--- src/rtl/lc3_mem_pkg.sv ---
// Shared types and constants for the LC-3 memory-access stage.
package lc3_mem_pkg;

    localparam int unsigned DATA_W = 16;
    localparam int unsigned CHAR_W = 8;

    localparam logic [DATA_W-1:0] LC3_KBSR_ADDR = 16'hFE00;
    localparam logic [DATA_W-1:0] LC3_KBDR_ADDR = 16'hFE02;
    localparam logic [DATA_W-1:0] LC3_DSR_ADDR  = 16'hFE04;
    localparam logic [DATA_W-1:0] LC3_DDR_ADDR  = 16'hFE06;

    typedef enum logic [2:0] {
        S_IDLE,
        S_IO,
        S_STROBE,
        S_WAIT_R,
        S_WAIT_RLOW
    } mem_state_t;

    // Which memory-mapped register a latched request targets
    typedef struct packed {
        logic kbsr;
        logic kbdr;
        logic dsr;
        logic ddr;
    } io_sel_t;

endpackage

--- src/rtl/mem_io_ctrl_if.sv ---
// CPU request, RAM and keyboard/display signals of the memory-access stage.
interface mem_io_ctrl_if;
    import lc3_mem_pkg::*;

    logic              cpu_req;
    logic              cpu_we;
    logic [DATA_W-1:0] cpu_addr;
    logic [DATA_W-1:0] cpu_wdata;
    logic [DATA_W-1:0] cpu_rdata;
    logic              cpu_done;
    logic              cpu_err;

    logic [DATA_W-1:0] MAR;
    logic [DATA_W-1:0] MDR_in;
    logic              read;
    logic              write;
    logic [DATA_W-1:0] MDR;
    logic              R;

    logic              kb_valid;
    logic [CHAR_W-1:0] kb_data;
    logic              kb_ack;
    logic              disp_ready;
    logic              disp_valid;
    logic [CHAR_W-1:0] disp_data;

    // Environment side: CPU, RAM array and I/O devices
    modport master (
        output cpu_req, cpu_we, cpu_addr, cpu_wdata, MDR, R,
               kb_valid, kb_data, disp_ready,
        input  cpu_rdata, cpu_done, cpu_err, MAR, MDR_in, read, write,
               kb_ack, disp_valid, disp_data
    );

    // Controller side
    modport slave (
        input  cpu_req, cpu_we, cpu_addr, cpu_wdata, MDR, R,
               kb_valid, kb_data, disp_ready,
        output cpu_rdata, cpu_done, cpu_err, MAR, MDR_in, read, write,
               kb_ack, disp_valid, disp_data
    );

endinterface

--- src/rtl/mem_io_ctrl_mmio_decode.sv ---
// Combinational decode of an address into the LC-3 memory-mapped I/O registers.
module mmio_decode
    import lc3_mem_pkg::*;
#(
    parameter logic [DATA_W-1:0] KBSR_ADDR = LC3_KBSR_ADDR,
    parameter logic [DATA_W-1:0] KBDR_ADDR = LC3_KBDR_ADDR,
    parameter logic [DATA_W-1:0] DSR_ADDR  = LC3_DSR_ADDR,
    parameter logic [DATA_W-1:0] DDR_ADDR  = LC3_DDR_ADDR
) (
    input  logic [DATA_W-1:0] addr,
    output logic              is_io,
    output logic              is_kbsr,
    output logic              is_kbdr,
    output logic              is_dsr,
    output logic              is_ddr
);

    assign is_kbsr = (addr == KBSR_ADDR);
    assign is_kbdr = (addr == KBDR_ADDR);
    assign is_dsr  = (addr == DSR_ADDR);
    assign is_ddr  = (addr == DDR_ADDR);
    assign is_io   = is_kbsr | is_kbdr | is_dsr | is_ddr;

endmodule

--- src/rtl/mem_io_ctrl.sv ---
// LC-3 memory-access stage: one request at a time to RAM (strobe + R handshake
// with timeout) or to the locally decoded keyboard/display registers.
module mem_io_ctrl
    import lc3_mem_pkg::*;
#(
    parameter int unsigned       TIMEOUT_CYCLES = 32,
    parameter logic [DATA_W-1:0] KBSR_ADDR      = LC3_KBSR_ADDR,
    parameter logic [DATA_W-1:0] KBDR_ADDR      = LC3_KBDR_ADDR,
    parameter logic [DATA_W-1:0] DSR_ADDR       = LC3_DSR_ADDR,
    parameter logic [DATA_W-1:0] DDR_ADDR       = LC3_DDR_ADDR
) (
    input  logic         clock,
    input  logic         reset_n,
    mem_io_ctrl_if.slave bus
);

    localparam int unsigned CNT_W = $clog2(TIMEOUT_CYCLES) + 1;

    mem_state_t        state,      state_n;
    logic [DATA_W-1:0] mar_q,      mar_n;
    logic [DATA_W-1:0] mdr_in_q,   mdr_in_n;
    logic              we_q,       we_n;
    io_sel_t           sel_q,      sel_n;
    logic [DATA_W-1:0] rdata_q,    rdata_n;
    logic              done_q,     done_n;
    logic              err_q,      err_n;
    logic              read_q,     read_n;
    logic              write_q,    write_n;
    logic              kb_ack_q,   kb_ack_n;
    logic              dvalid_q,   dvalid_n;
    logic [CHAR_W-1:0] ddata_q,    ddata_n;
    logic [CNT_W-1:0]  cnt_q,      cnt_n;
    logic              r_prev;

    logic              dec_io;
    io_sel_t           dec_sel;
    logic [CNT_W-1:0]  cnt_inc;
    logic              r_rise;

    mmio_decode #(
        .KBSR_ADDR (KBSR_ADDR),
        .KBDR_ADDR (KBDR_ADDR),
        .DSR_ADDR  (DSR_ADDR),
        .DDR_ADDR  (DDR_ADDR)
    ) u_decode (
        .addr    (bus.cpu_addr),
        .is_io   (dec_io),
        .is_kbsr (dec_sel.kbsr),
        .is_kbdr (dec_sel.kbdr),
        .is_dsr  (dec_sel.dsr),
        .is_ddr  (dec_sel.ddr)
    );

    // Only a fresh 0->1 transition of R completes an access
    assign r_rise  = bus.R & ~r_prev;
    assign cnt_inc = cnt_q + CNT_W'(1);

    always_comb begin
        state_n  = state;
        mar_n    = mar_q;
        mdr_in_n = mdr_in_q;
        we_n     = we_q;
        sel_n    = sel_q;
        rdata_n  = rdata_q;
        done_n   = 1'b0;
        err_n    = 1'b0;
        read_n   = 1'b0;
        write_n  = 1'b0;
        kb_ack_n = 1'b0;
        dvalid_n = 1'b0;
        ddata_n  = ddata_q;
        cnt_n    = cnt_q;

        case (state)
            S_IDLE: begin
                if (bus.cpu_req) begin
                    mar_n    = bus.cpu_addr;
                    mdr_in_n = bus.cpu_wdata;
                    we_n     = bus.cpu_we;
                    sel_n    = dec_sel;
                    if (dec_io) begin
                        state_n = S_IO;
                    end else begin
                        // Strobe register is set here so it is high exactly while in STROBE
                        read_n  = ~bus.cpu_we;
                        write_n = bus.cpu_we;
                        state_n = S_STROBE;
                    end
                end
            end

            S_STROBE: begin
                cnt_n   = '0;
                state_n = S_WAIT_R;
            end

            S_WAIT_R: begin
                if (r_rise) begin
                    if (!we_q) begin
                        rdata_n = bus.MDR;
                    end
                    done_n  = 1'b1;
                    state_n = S_WAIT_RLOW;
                end else if (cnt_inc == CNT_W'(TIMEOUT_CYCLES - 1)) begin
                    cnt_n   = cnt_inc;
                    done_n  = 1'b1;
                    err_n   = 1'b1;
                    rdata_n = '0;
                    state_n = S_WAIT_RLOW;
                end else begin
                    cnt_n = cnt_inc;
                end
            end

            S_WAIT_RLOW: begin
                if (!bus.R) begin
                    state_n = S_IDLE;
                end
            end

            S_IO: begin
                done_n  = 1'b1;
                state_n = S_IDLE;
                if (!we_q) begin
                    if (sel_q.kbsr) begin
                        rdata_n = {bus.kb_valid, 15'b0};
                    end else if (sel_q.kbdr) begin
                        rdata_n  = {8'h00, bus.kb_data};
                        kb_ack_n = bus.kb_valid;
                    end else if (sel_q.dsr) begin
                        rdata_n = {bus.disp_ready, 15'b0};
                    end else begin
                        rdata_n = '0;
                    end
                end else if (sel_q.ddr && bus.disp_ready) begin
                    dvalid_n = 1'b1;
                    ddata_n  = mdr_in_q[CHAR_W-1:0];
                end
            end

            default: state_n = S_IDLE;
        endcase
    end

    always_ff @(posedge clock) begin
        if (!reset_n) begin
            state    <= S_IDLE;
            mar_q    <= '0;
            mdr_in_q <= '0;
            we_q     <= 1'b0;
            sel_q    <= '0;
            rdata_q  <= '0;
            done_q   <= 1'b0;
            err_q    <= 1'b0;
            read_q   <= 1'b0;
            write_q  <= 1'b0;
            kb_ack_q <= 1'b0;
            dvalid_q <= 1'b0;
            ddata_q  <= '0;
            cnt_q    <= '0;
            r_prev   <= 1'b0;
        end else begin
            state    <= state_n;
            mar_q    <= mar_n;
            mdr_in_q <= mdr_in_n;
            we_q     <= we_n;
            sel_q    <= sel_n;
            rdata_q  <= rdata_n;
            done_q   <= done_n;
            err_q    <= err_n;
            read_q   <= read_n;
            write_q  <= write_n;
            kb_ack_q <= kb_ack_n;
            dvalid_q <= dvalid_n;
            ddata_q  <= ddata_n;
            cnt_q    <= cnt_n;
            r_prev   <= bus.R;
        end
    end

    assign bus.MAR        = mar_q;
    assign bus.MDR_in     = mdr_in_q;
    assign bus.read       = read_q;
    assign bus.write      = write_q;
    assign bus.cpu_rdata  = rdata_q;
    assign bus.cpu_done   = done_q;
    assign bus.cpu_err    = err_q;
    assign bus.kb_ack     = kb_ack_q;
    assign bus.disp_valid = dvalid_q;
    assign bus.disp_data  = ddata_q;

endmodule
--- src/flat_wrapper.sv ---
// flat-port wrapper written by rule: the top's interface ports become plain ports
module mem_io_ctrl_flat import lc3_mem_pkg::*;
#(
    parameter int unsigned       TIMEOUT_CYCLES = 32,
    parameter logic [DATA_W-1:0] KBSR_ADDR      = LC3_KBSR_ADDR,
    parameter logic [DATA_W-1:0] KBDR_ADDR      = LC3_KBDR_ADDR,
    parameter logic [DATA_W-1:0] DSR_ADDR       = LC3_DSR_ADDR,
    parameter logic [DATA_W-1:0] DDR_ADDR       = LC3_DDR_ADDR
)
  (clock, reset_n, bus_cpu_req, bus_cpu_we, bus_cpu_addr, bus_cpu_wdata, bus_MDR, bus_R, bus_kb_valid, bus_kb_data, bus_disp_ready, bus_cpu_rdata, bus_cpu_done, bus_cpu_err, bus_MAR, bus_MDR_in, bus_read, bus_write, bus_kb_ack, bus_disp_valid, bus_disp_data);
  mem_io_ctrl_if bus_i ();
  input  logic clock;
  input  logic reset_n;
  input wire logic [$bits(bus_i.cpu_req)-1:0] bus_cpu_req;
  input wire logic [$bits(bus_i.cpu_we)-1:0] bus_cpu_we;
  input wire logic [$bits(bus_i.cpu_addr)-1:0] bus_cpu_addr;
  input wire logic [$bits(bus_i.cpu_wdata)-1:0] bus_cpu_wdata;
  input wire logic [$bits(bus_i.MDR)-1:0] bus_MDR;
  input wire logic [$bits(bus_i.R)-1:0] bus_R;
  input wire logic [$bits(bus_i.kb_valid)-1:0] bus_kb_valid;
  input wire logic [$bits(bus_i.kb_data)-1:0] bus_kb_data;
  input wire logic [$bits(bus_i.disp_ready)-1:0] bus_disp_ready;
  output wire logic [$bits(bus_i.cpu_rdata)-1:0] bus_cpu_rdata;
  output wire logic [$bits(bus_i.cpu_done)-1:0] bus_cpu_done;
  output wire logic [$bits(bus_i.cpu_err)-1:0] bus_cpu_err;
  output wire logic [$bits(bus_i.MAR)-1:0] bus_MAR;
  output wire logic [$bits(bus_i.MDR_in)-1:0] bus_MDR_in;
  output wire logic [$bits(bus_i.read)-1:0] bus_read;
  output wire logic [$bits(bus_i.write)-1:0] bus_write;
  output wire logic [$bits(bus_i.kb_ack)-1:0] bus_kb_ack;
  output wire logic [$bits(bus_i.disp_valid)-1:0] bus_disp_valid;
  output wire logic [$bits(bus_i.disp_data)-1:0] bus_disp_data;
  assign bus_i.cpu_req = bus_cpu_req;
  assign bus_i.cpu_we = bus_cpu_we;
  assign bus_i.cpu_addr = bus_cpu_addr;
  assign bus_i.cpu_wdata = bus_cpu_wdata;
  assign bus_i.MDR = bus_MDR;
  assign bus_i.R = bus_R;
  assign bus_i.kb_valid = bus_kb_valid;
  assign bus_i.kb_data = bus_kb_data;
  assign bus_i.disp_ready = bus_disp_ready;
  assign bus_cpu_rdata = bus_i.cpu_rdata;
  assign bus_cpu_done = bus_i.cpu_done;
  assign bus_cpu_err = bus_i.cpu_err;
  assign bus_MAR = bus_i.MAR;
  assign bus_MDR_in = bus_i.MDR_in;
  assign bus_read = bus_i.read;
  assign bus_write = bus_i.write;
  assign bus_kb_ack = bus_i.kb_ack;
  assign bus_disp_valid = bus_i.disp_valid;
  assign bus_disp_data = bus_i.disp_data;
  mem_io_ctrl #(.TIMEOUT_CYCLES(TIMEOUT_CYCLES), .KBSR_ADDR(KBSR_ADDR), .KBDR_ADDR(KBDR_ADDR), .DSR_ADDR(DSR_ADDR), .DDR_ADDR(DDR_ADDR)) u_core (.clock(clock), .reset_n(reset_n), .bus(bus_i));
endmodule
--- config.mk ---
export PLATFORM = sky130hd
export DESIGN_NAME = mem_io_ctrl_flat
export DESIGN_NICKNAME = d
export VERILOG_FILES = /design/src/rtl/lc3_mem_pkg.sv /design/src/rtl/mem_io_ctrl_if.sv /design/src/rtl/mem_io_ctrl_mmio_decode.sv /design/src/rtl/mem_io_ctrl.sv /design/src/flat_wrapper.sv
export SDC_FILE = /design/constraint.sdc
export NUM_CORES = 1
export LEC_CHECK = 0
export CORE_MARGIN = 4
export CORE_UTILIZATION = 43
export DETAILED_ROUTE_END_ITERATION = 10
export GPL_ROUTABILITY_DRIVEN = 0
export GPL_TIMING_DRIVEN = 0
export HOLD_SLACK_MARGIN = 0.05
export PLACE_DENSITY_LB_ADDON = 0.15
export SYNTH_ARGS = -nofsm -noshare
export SYNTH_HDL_FRONTEND = slang
export SYNTH_SLANG_ARGS = --single-unit
--- constraint.sdc ---
create_clock -name clock -period 2.1 [get_ports clock]
set_input_delay 0.21 -clock clock [delete_from_list [all_inputs] [get_ports clock]]
set_output_delay 0.21 -clock clock [all_outputs]
set_load 0.02 [all_outputs]
==> results.md <==
* Outcome: completed
* Layout cells sized above 1 at 0.0711
* RSZ-0062 raised after global routing: false
* DRT iter0 DRCs at 144
* Core Area at 7250 sq um
* Sw power at 0.000885 W
* Worst-margin pin slew at 0.784 ns
* Sink Count at 77
* First-pass GRT wire length at 14100 um
* I/O pin cnt at 125
* DRC at 0
* Critical R2R Launch: u_core.cnt_q[1]
* # setup viols final at 0
* Min-Delay Path Class: in -> reg
* Gr usage total at 0.202
* Fin crit share at 0.910
* Drt first pass iters at 5
* Antenna viol nets, final at 0
* Max_cap viols at 0
* Max IR drop VDD at 0.468 mV
* P_int at 0.00249 W
* Total CTS buffers at 9
* Die W at 94.3 um
* Worst slew margin at 0.474
* CP required at 2.34 ns
* Reg clk slew, reported paths at 0.08 ns
* Cells on worst reg2reg path at 7
* Number of global-route vias before repair at 2967
* Final count of pins violating max slew at 0
* Ranking of synthesized cells by area: dfxtp_1, nand2_1, mux2i_1, a21oi_1, a22o_1
* Ys flop type: dfxtp_1
* Hold WS at 0.252 ns
* Reg-to-reg endpoint: u_core.bus.cpu_rdata[7]
* Worst clock skew at 0.00857 ns
* P per Cell Area at 707 nW/um^2
* Cell row count at 31
* Skew-Pair Late Insertion Delay at 0.35 ns
* Via count at 2952
* Hold path startpoint: reset_n
* Clk buf depth at 2
* Crit start category: flip-flop
* TritonCTS clock tree: built
* Critical path class: reg -> reg
* Share of the synthesized area in the top cell type at 0.481
* Final hold vios at 0
* Syn nets at 432
* Gate power share at 0.180
* Leakage power total at 1.84 nW
* CTS Root Cell: clkbuf_8
* Syn-to-layout area delta at 49.1%
* Critical Path AT at 2.15 ns
* Number of synthesized flops with an enable pin at 0
* Mapped Cells at 367
* Synth Register Bits at 77
* Synth Warn # at 0
* WHS Endpoint: u_core.bus.kb_ack
* Hold_buf cts at 0
* WL per Instance at 14.1 um
* Initial antenna violation count at 0
* Crit path capture type: flip-flop
* Sw Ratio at 0.262
* CTS HTree Levels at 3
* Die ar. at 8890 sq um
* Hold depth at 2
* Crit Path Max Fanout at 10
* Minimum clock period at 1.91 ns
* HPWL after DPL at 6400 um
* Post-synthesis sequential area ratio at 0.481
* Clk network pwr share at 0.359
* Number of port buffers at 123
* Gr ovfl total at 0
* Die Span Y at 94.3 um
* Starting Density at 0.441
* Largest net degree at the start of global routing at 14
* Reg-to-reg slack, setup at 0.19 ns
* Design Power at 0.00338 W
* N_diodes at 0
* Via density at 4.88
* Synth area leader: dfxtp_1
* Routed WL at 8520 um
* Post-synthesis cell type count at 52
* Sequential Power Share at 0.461
* Fmax at 523 MHz
* Post-Synthesis Cell Area at 3200 sq um
* Final #Nets at 566
* Mean Syn Cell Area at 8.72 sq um
* Synth async-reset ratio at 0
==> synth_stat cells, types with 2 or more instances <==
master    count
a21oi_1      40
a22o_1        9
nor2b_1       3
nor3_1        3
nand2_1     101
and2_1        2
nor3b_1       3
inv_1         5
nand3_1       9
and3b_1       2
nor2_1       20
clkbuf_1     15
buf_6         3
nand4_1       2
mux2i_1      24
ha_1          2
and3_1        4
o21ai_0       2
buf_2         6
a311oi_1      2
dfxtp_1      77
nand3b_1      3
==> through the flow <==
stage                      util  std cells  TNS, ns  setup WS [ns]  instance area, sq um
final                     0.658        605        0          0.189                  4770
after global routing      0.658        605        0        0.00480                  4770
after CTS                 0.658        605        0          0.127                  4770
after detailed placement  0.628        589    -3.30         -0.125                  4560
after global placement    0.628        589    -2.57        -0.0951                  4560
after floorplan               -        367        0          0.401                  3200
==> power groups by stage <==
stage          Clock, W  Sequential, W  Combinational [W]
3_5_place_dp          0        0.00159           0.000611
2_1_floorplan         0        0.00166           0.000239
6_report        0.00121        0.00156           0.000606
3_3_place_gp          0        0.00159           0.000605
4_1_cts         0.00124        0.00156           0.000614
5_1_grt         0.00130        0.00157           0.000663
==> worst max path at each step <==
| stage | depth (start not counted) | slack (ns) | from | end |
|---|---|---|---|---|
| floorplan | 7 | 0.40 | u_core.cnt_q[0] | u_core.bus.cpu_rdata[10] |
| global placement | 6 | -0.1 | bus_cpu_addr[5] | u_core.sel_q[3] |
| detailed placement | 5 | -0.13 | bus_cpu_req | u_core.bus.MAR[8] |
| CTS | 5 | 0.13 | u_core.state[0] | u_core.bus.MAR[8] |
| global route | 5 | 0.005 | u_core.state[0] | u_core.bus.MDR_in[0] |
| finish | 7 | 0.19 | u_core.cnt_q[1] | u_core.bus.cpu_rdata[7] |
==> cell type report <==
class,instances,area [sq um]
repair buffers,123,1230
clock buffers,10,128
well taps,99,124
plain buffers,25,130
flip-flops and latches,77,1540
fillers,619,2480
multi-input cells,259,1510
clock inverters,6,87.6
inverters,6,22.5
==> routing by layer <==
metal | vias up | global-route usage | part of all wire
li1 | 1517 | - | -
met1 | 1337 | 0.238 | 0.41
met2 | 87 | 0.330 | 0.47
met3 | 11 | 0.0841 | 0.097
met4 | 0 | 0.0686 | 0.014
met5 | - | 0 | 0
==> logic make-up after synthesis <==
group           after synthesis  share of synthesized area
compound gates               68                      0.141
buf+inv                      31                     0.0473
fa+ha+maj                     2                    0.00781
simple gates                163                      0.241
flops                        77                      0.481
mux                          25                     0.0785
xor+xnor                      1                    0.00274
==> worst max-delay path: stages (launching register included) <==
cell and delay (ns):
dfxtp_1 0.37, ha_1 0.27, nor2b_1 0.12, o21ai_1 0.08, a211oi_2 0.41, a22oi_4 0.22
buf_6 0.21, mux2i_1 0.12
==> sequential cells by signal, indices dropped and copies added (netlist names) <==
name,flops
u_core.bus.MAR,16
u_core.bus.MDR_in,16
u_core.bus.cpu_done,1
u_core.bus.cpu_err,1
u_core.bus.cpu_rdata,16
u_core.bus.disp_data,8
u_core.bus.disp_valid,1
u_core.bus.kb_ack,1
u_core.bus.read,1
u_core.bus.write,1
u_core.cnt_q,6
u_core.r_prev,1
u_core.sel_q,4
u_core.state,3
u_core.we_q,1
==> cell usage in the layout (no fill, tap or decap), drive strengths merged, types with 2 or more instances in the layout <==
cell type      instances
clkdlybuf4s50        123
nand2                101
dfxtp                 77
a21oi                 41
clkbuf                25
mux2i                 24
nor2                  20
a22o                   9
nand3                  9
buf                    9
inv                    5
clkinv                 5
and3                   4
nand3b                 3
nor3b                  3
nor2b                  3
nor3                   3
o21ai                  3
and3b                  2
nand4                  2
a311oi                 2
and2                   2
ha                     2
bufinv                 2
nand2b                 2
nand4b                 2
==> repair_timing <==
action                     CTS  global route
buffers inserted             0             0
gates resized for setup      0             2
setup endpoints to repair    0             4
Power figures use the tool's default switching activity.
==> RTL edit, RTL diff (config.mk and constraints unchanged) <==
`rdata_q` and `ddata_q` no longer have a reset.
--- a/src/rtl/mem_io_ctrl.sv
+++ b/src/rtl/mem_io_ctrl.sv
@@ -151,3 +151,2 @@
             sel_q    <= '0;
-            rdata_q  <= '0;
             done_q   <= 1'b0;
@@ -158,3 +157,2 @@
             dvalid_q <= 1'b0;
-            ddata_q  <= '0;
             cnt_q    <= '0;
@@ -167,3 +165,2 @@
             sel_q    <= sel_n;
-            rdata_q  <= rdata_n;
             done_q   <= done_n;
@@ -174,3 +171,2 @@
             dvalid_q <= dvalid_n;
-            ddata_q  <= ddata_n;
             cnt_q    <= cnt_n;
@@ -178,2 +174,7 @@
         end
+    end
+
+    always_ff @(posedge clock) begin
+        rdata_q <= rdata_n;
+        ddata_q <= ddata_n;
     end
Function: differs if reset_n is asserted again (counterexample within 4 cycles, from zero or initial values and one cycle with reset_n low); with reset_n held inactive, the same outputs for 10 cycles.
==> RTL edit against the original RTL <==
Cell area fell by 2.9%. Setup slack gained 0.019 ns. Final cell count is 11% lower. Sequential cell count is the same. Routed wire length is 12% lower. Synthesized area decreased by 4.3%. First-iteration DRC count is 36% lower. Fmax increased by 1.0%. Critical path type unchanged. Highest routed layer unchanged. Via count shrank 11%. Global-route usage shrank 2.5 points.
Power is not compared: it rests on default switching activity, and its combinational part moved more than twofold at a synthesized area within 25%.
==> RTL edit: results (changes against the original RTL) <==
Status - finished clean
Fin Clk Skew - 0.0137 ns (+0.00512 ns)
Cell depth of the worst flop-to-flop path - 4 (-3)
Worst R2R End - u_core.bus.cpu_rdata[15]
Wire length on met2 - 3.45 mm (-15%)
Hold_sp - bus_cpu_wdata[7]
Reg-to-reg slack, setup - 0.21 ns (+0.02 ns)
Met2 Track Usage GR - 0.280 (-0.0500)
Met3 GRT Util - 0.0626 (-0.0216)
Number of detailed-route iterations in the first pass - 4 (-1)
Share of layout cells above drive strength 1 - 0.0878 (+0.0167)
Synth Net Count - 369 (-15%)
EDFF count, synth - 24 (+24)
Met1 usage - 0.228 (-0.0103)
Netlist cell types - 48 (-7.7%)
Peak VDD IR - 463 µV
Largest net degree at the start of global routing - 17 (+3)
Final nets - 504 (-11%)
Routed met3 length - 656 µm (-21%)
Via count - 2,637 (-11%)
WL/cell - 13.9 µm (-1.4%)
Sum of routed wire segments on met1 - 3.29 mm (-6.9%)
Worst hold endpoint - u_core.bus.MDR_in[7]
Most frequent cells after synthesis - nand2_1, dfxtp_1, a21oi_1
Vias in the first global route - 2,474 (-17%)
Asr flop ratio synth - 0 (unchanged)
Sequential share of the synthesized area - 0.582 (+0.100)
Yosys warns - 0 (unchanged)
Post CTS Setup Buffer Count - 0 (unchanged)
Total GRT Usage - 0.177 (-0.0251)
Clock Tree Buf Depth - 2 (unchanged)
Post-cts resize count - 1 (+1)
Initial antenna violation count - 0 (unchanged)
Hold Path Depth - 3 (+1)
First-pass GRT wire length - 12.1 mm (-14%)
CTS buffer count - 9 (unchanged)
Arrival @ worst endpoint - 1.92 ns (-0.23 ns)
Max FO, Critical Path - 16 (+6)
Area contributors post-synth - dfxtp_1, edfxtp_1, nand2_1, a21oi_1, a22o_1
Reg2reg start - u_core.cnt_q[3]
HPWL Detailed - 5.57 mm (-13%)
Slew HR - 0.643 (+0.169)
Port bufs - 124 (+0.81%)
Starting DRT DRC Count - 92 (-36%)
Fill count - 532 (-14%)
## RTL edit: changes by cell type after synthesis, moves of 7 or more
| cell | change |
|---|---|
| and2_1 | +8 |
| clkbuf_1 | -8 |
| dfxtp_1 | -24 |
| edfxtp_1 | +24 |
| mux2i_1 | -24 |
| nand2_1 | -25 |
| nand3_1 | -7 |
| nor2_1 | -8 |
## RTL edit: worst max-delay path, stage by stage (launching register included)
cell and delay, ns:
dfxtp_1 0.43, a21bo_2 0.25, a2111oi_1 0.40, nand2b_1 0.23
a22o_4 0.27
## RTL edit: through the flow
| step | worst slack (ns) | area, µm² | cells | hold slack (ns) | total power [mW] |
|---|---|---|---|---|---|
| floorplan | 0.119 | 3060 | 304 | 0.289 | 2.69 |
| global placement | -0.143 | 4420 | 524 | 0.437 | 3.28 |
| detailed placement | -0.147 | 4420 | 524 | 0.441 | 3.30 |
| CTS | 0.0751 | 4630 | 540 | 0.396 | 4.45 |
| global route | 0.0540 | 4640 | 540 | 0.395 | 4.68 |
| finish | 0.208 | 4640 | 540 | 0.401 | 4.42 |
## RTL edit: area by class of cell
type / count / share of cell area
Sequential cell: 77 / 0.384
Timing Repair Buffer: 124 / 0.268
Tap cell: 96 / 0.0259
Clock buffer: 9 / 0.0267
Inverter: 7 / 0.00567
Buffer: 17 / 0.0197
Clock inverter: 7 / 0.0170
Multi-Input combinational cell: 203 / 0.253
## RTL edit: logic make-up (layout without fill, tap and decap cells)
family                     Yosys count  count (layout)  share of synthesized area
DFF                                 77              77                      0.582
AOI/OAI and AO/OA                   68              68                      0.148
muxes                                1               1                    0.00368
adders and majority gates            2               2                    0.00817
buffers and inverters               24             164                     0.0384
and+or+nand+nor                    132             132                      0.220
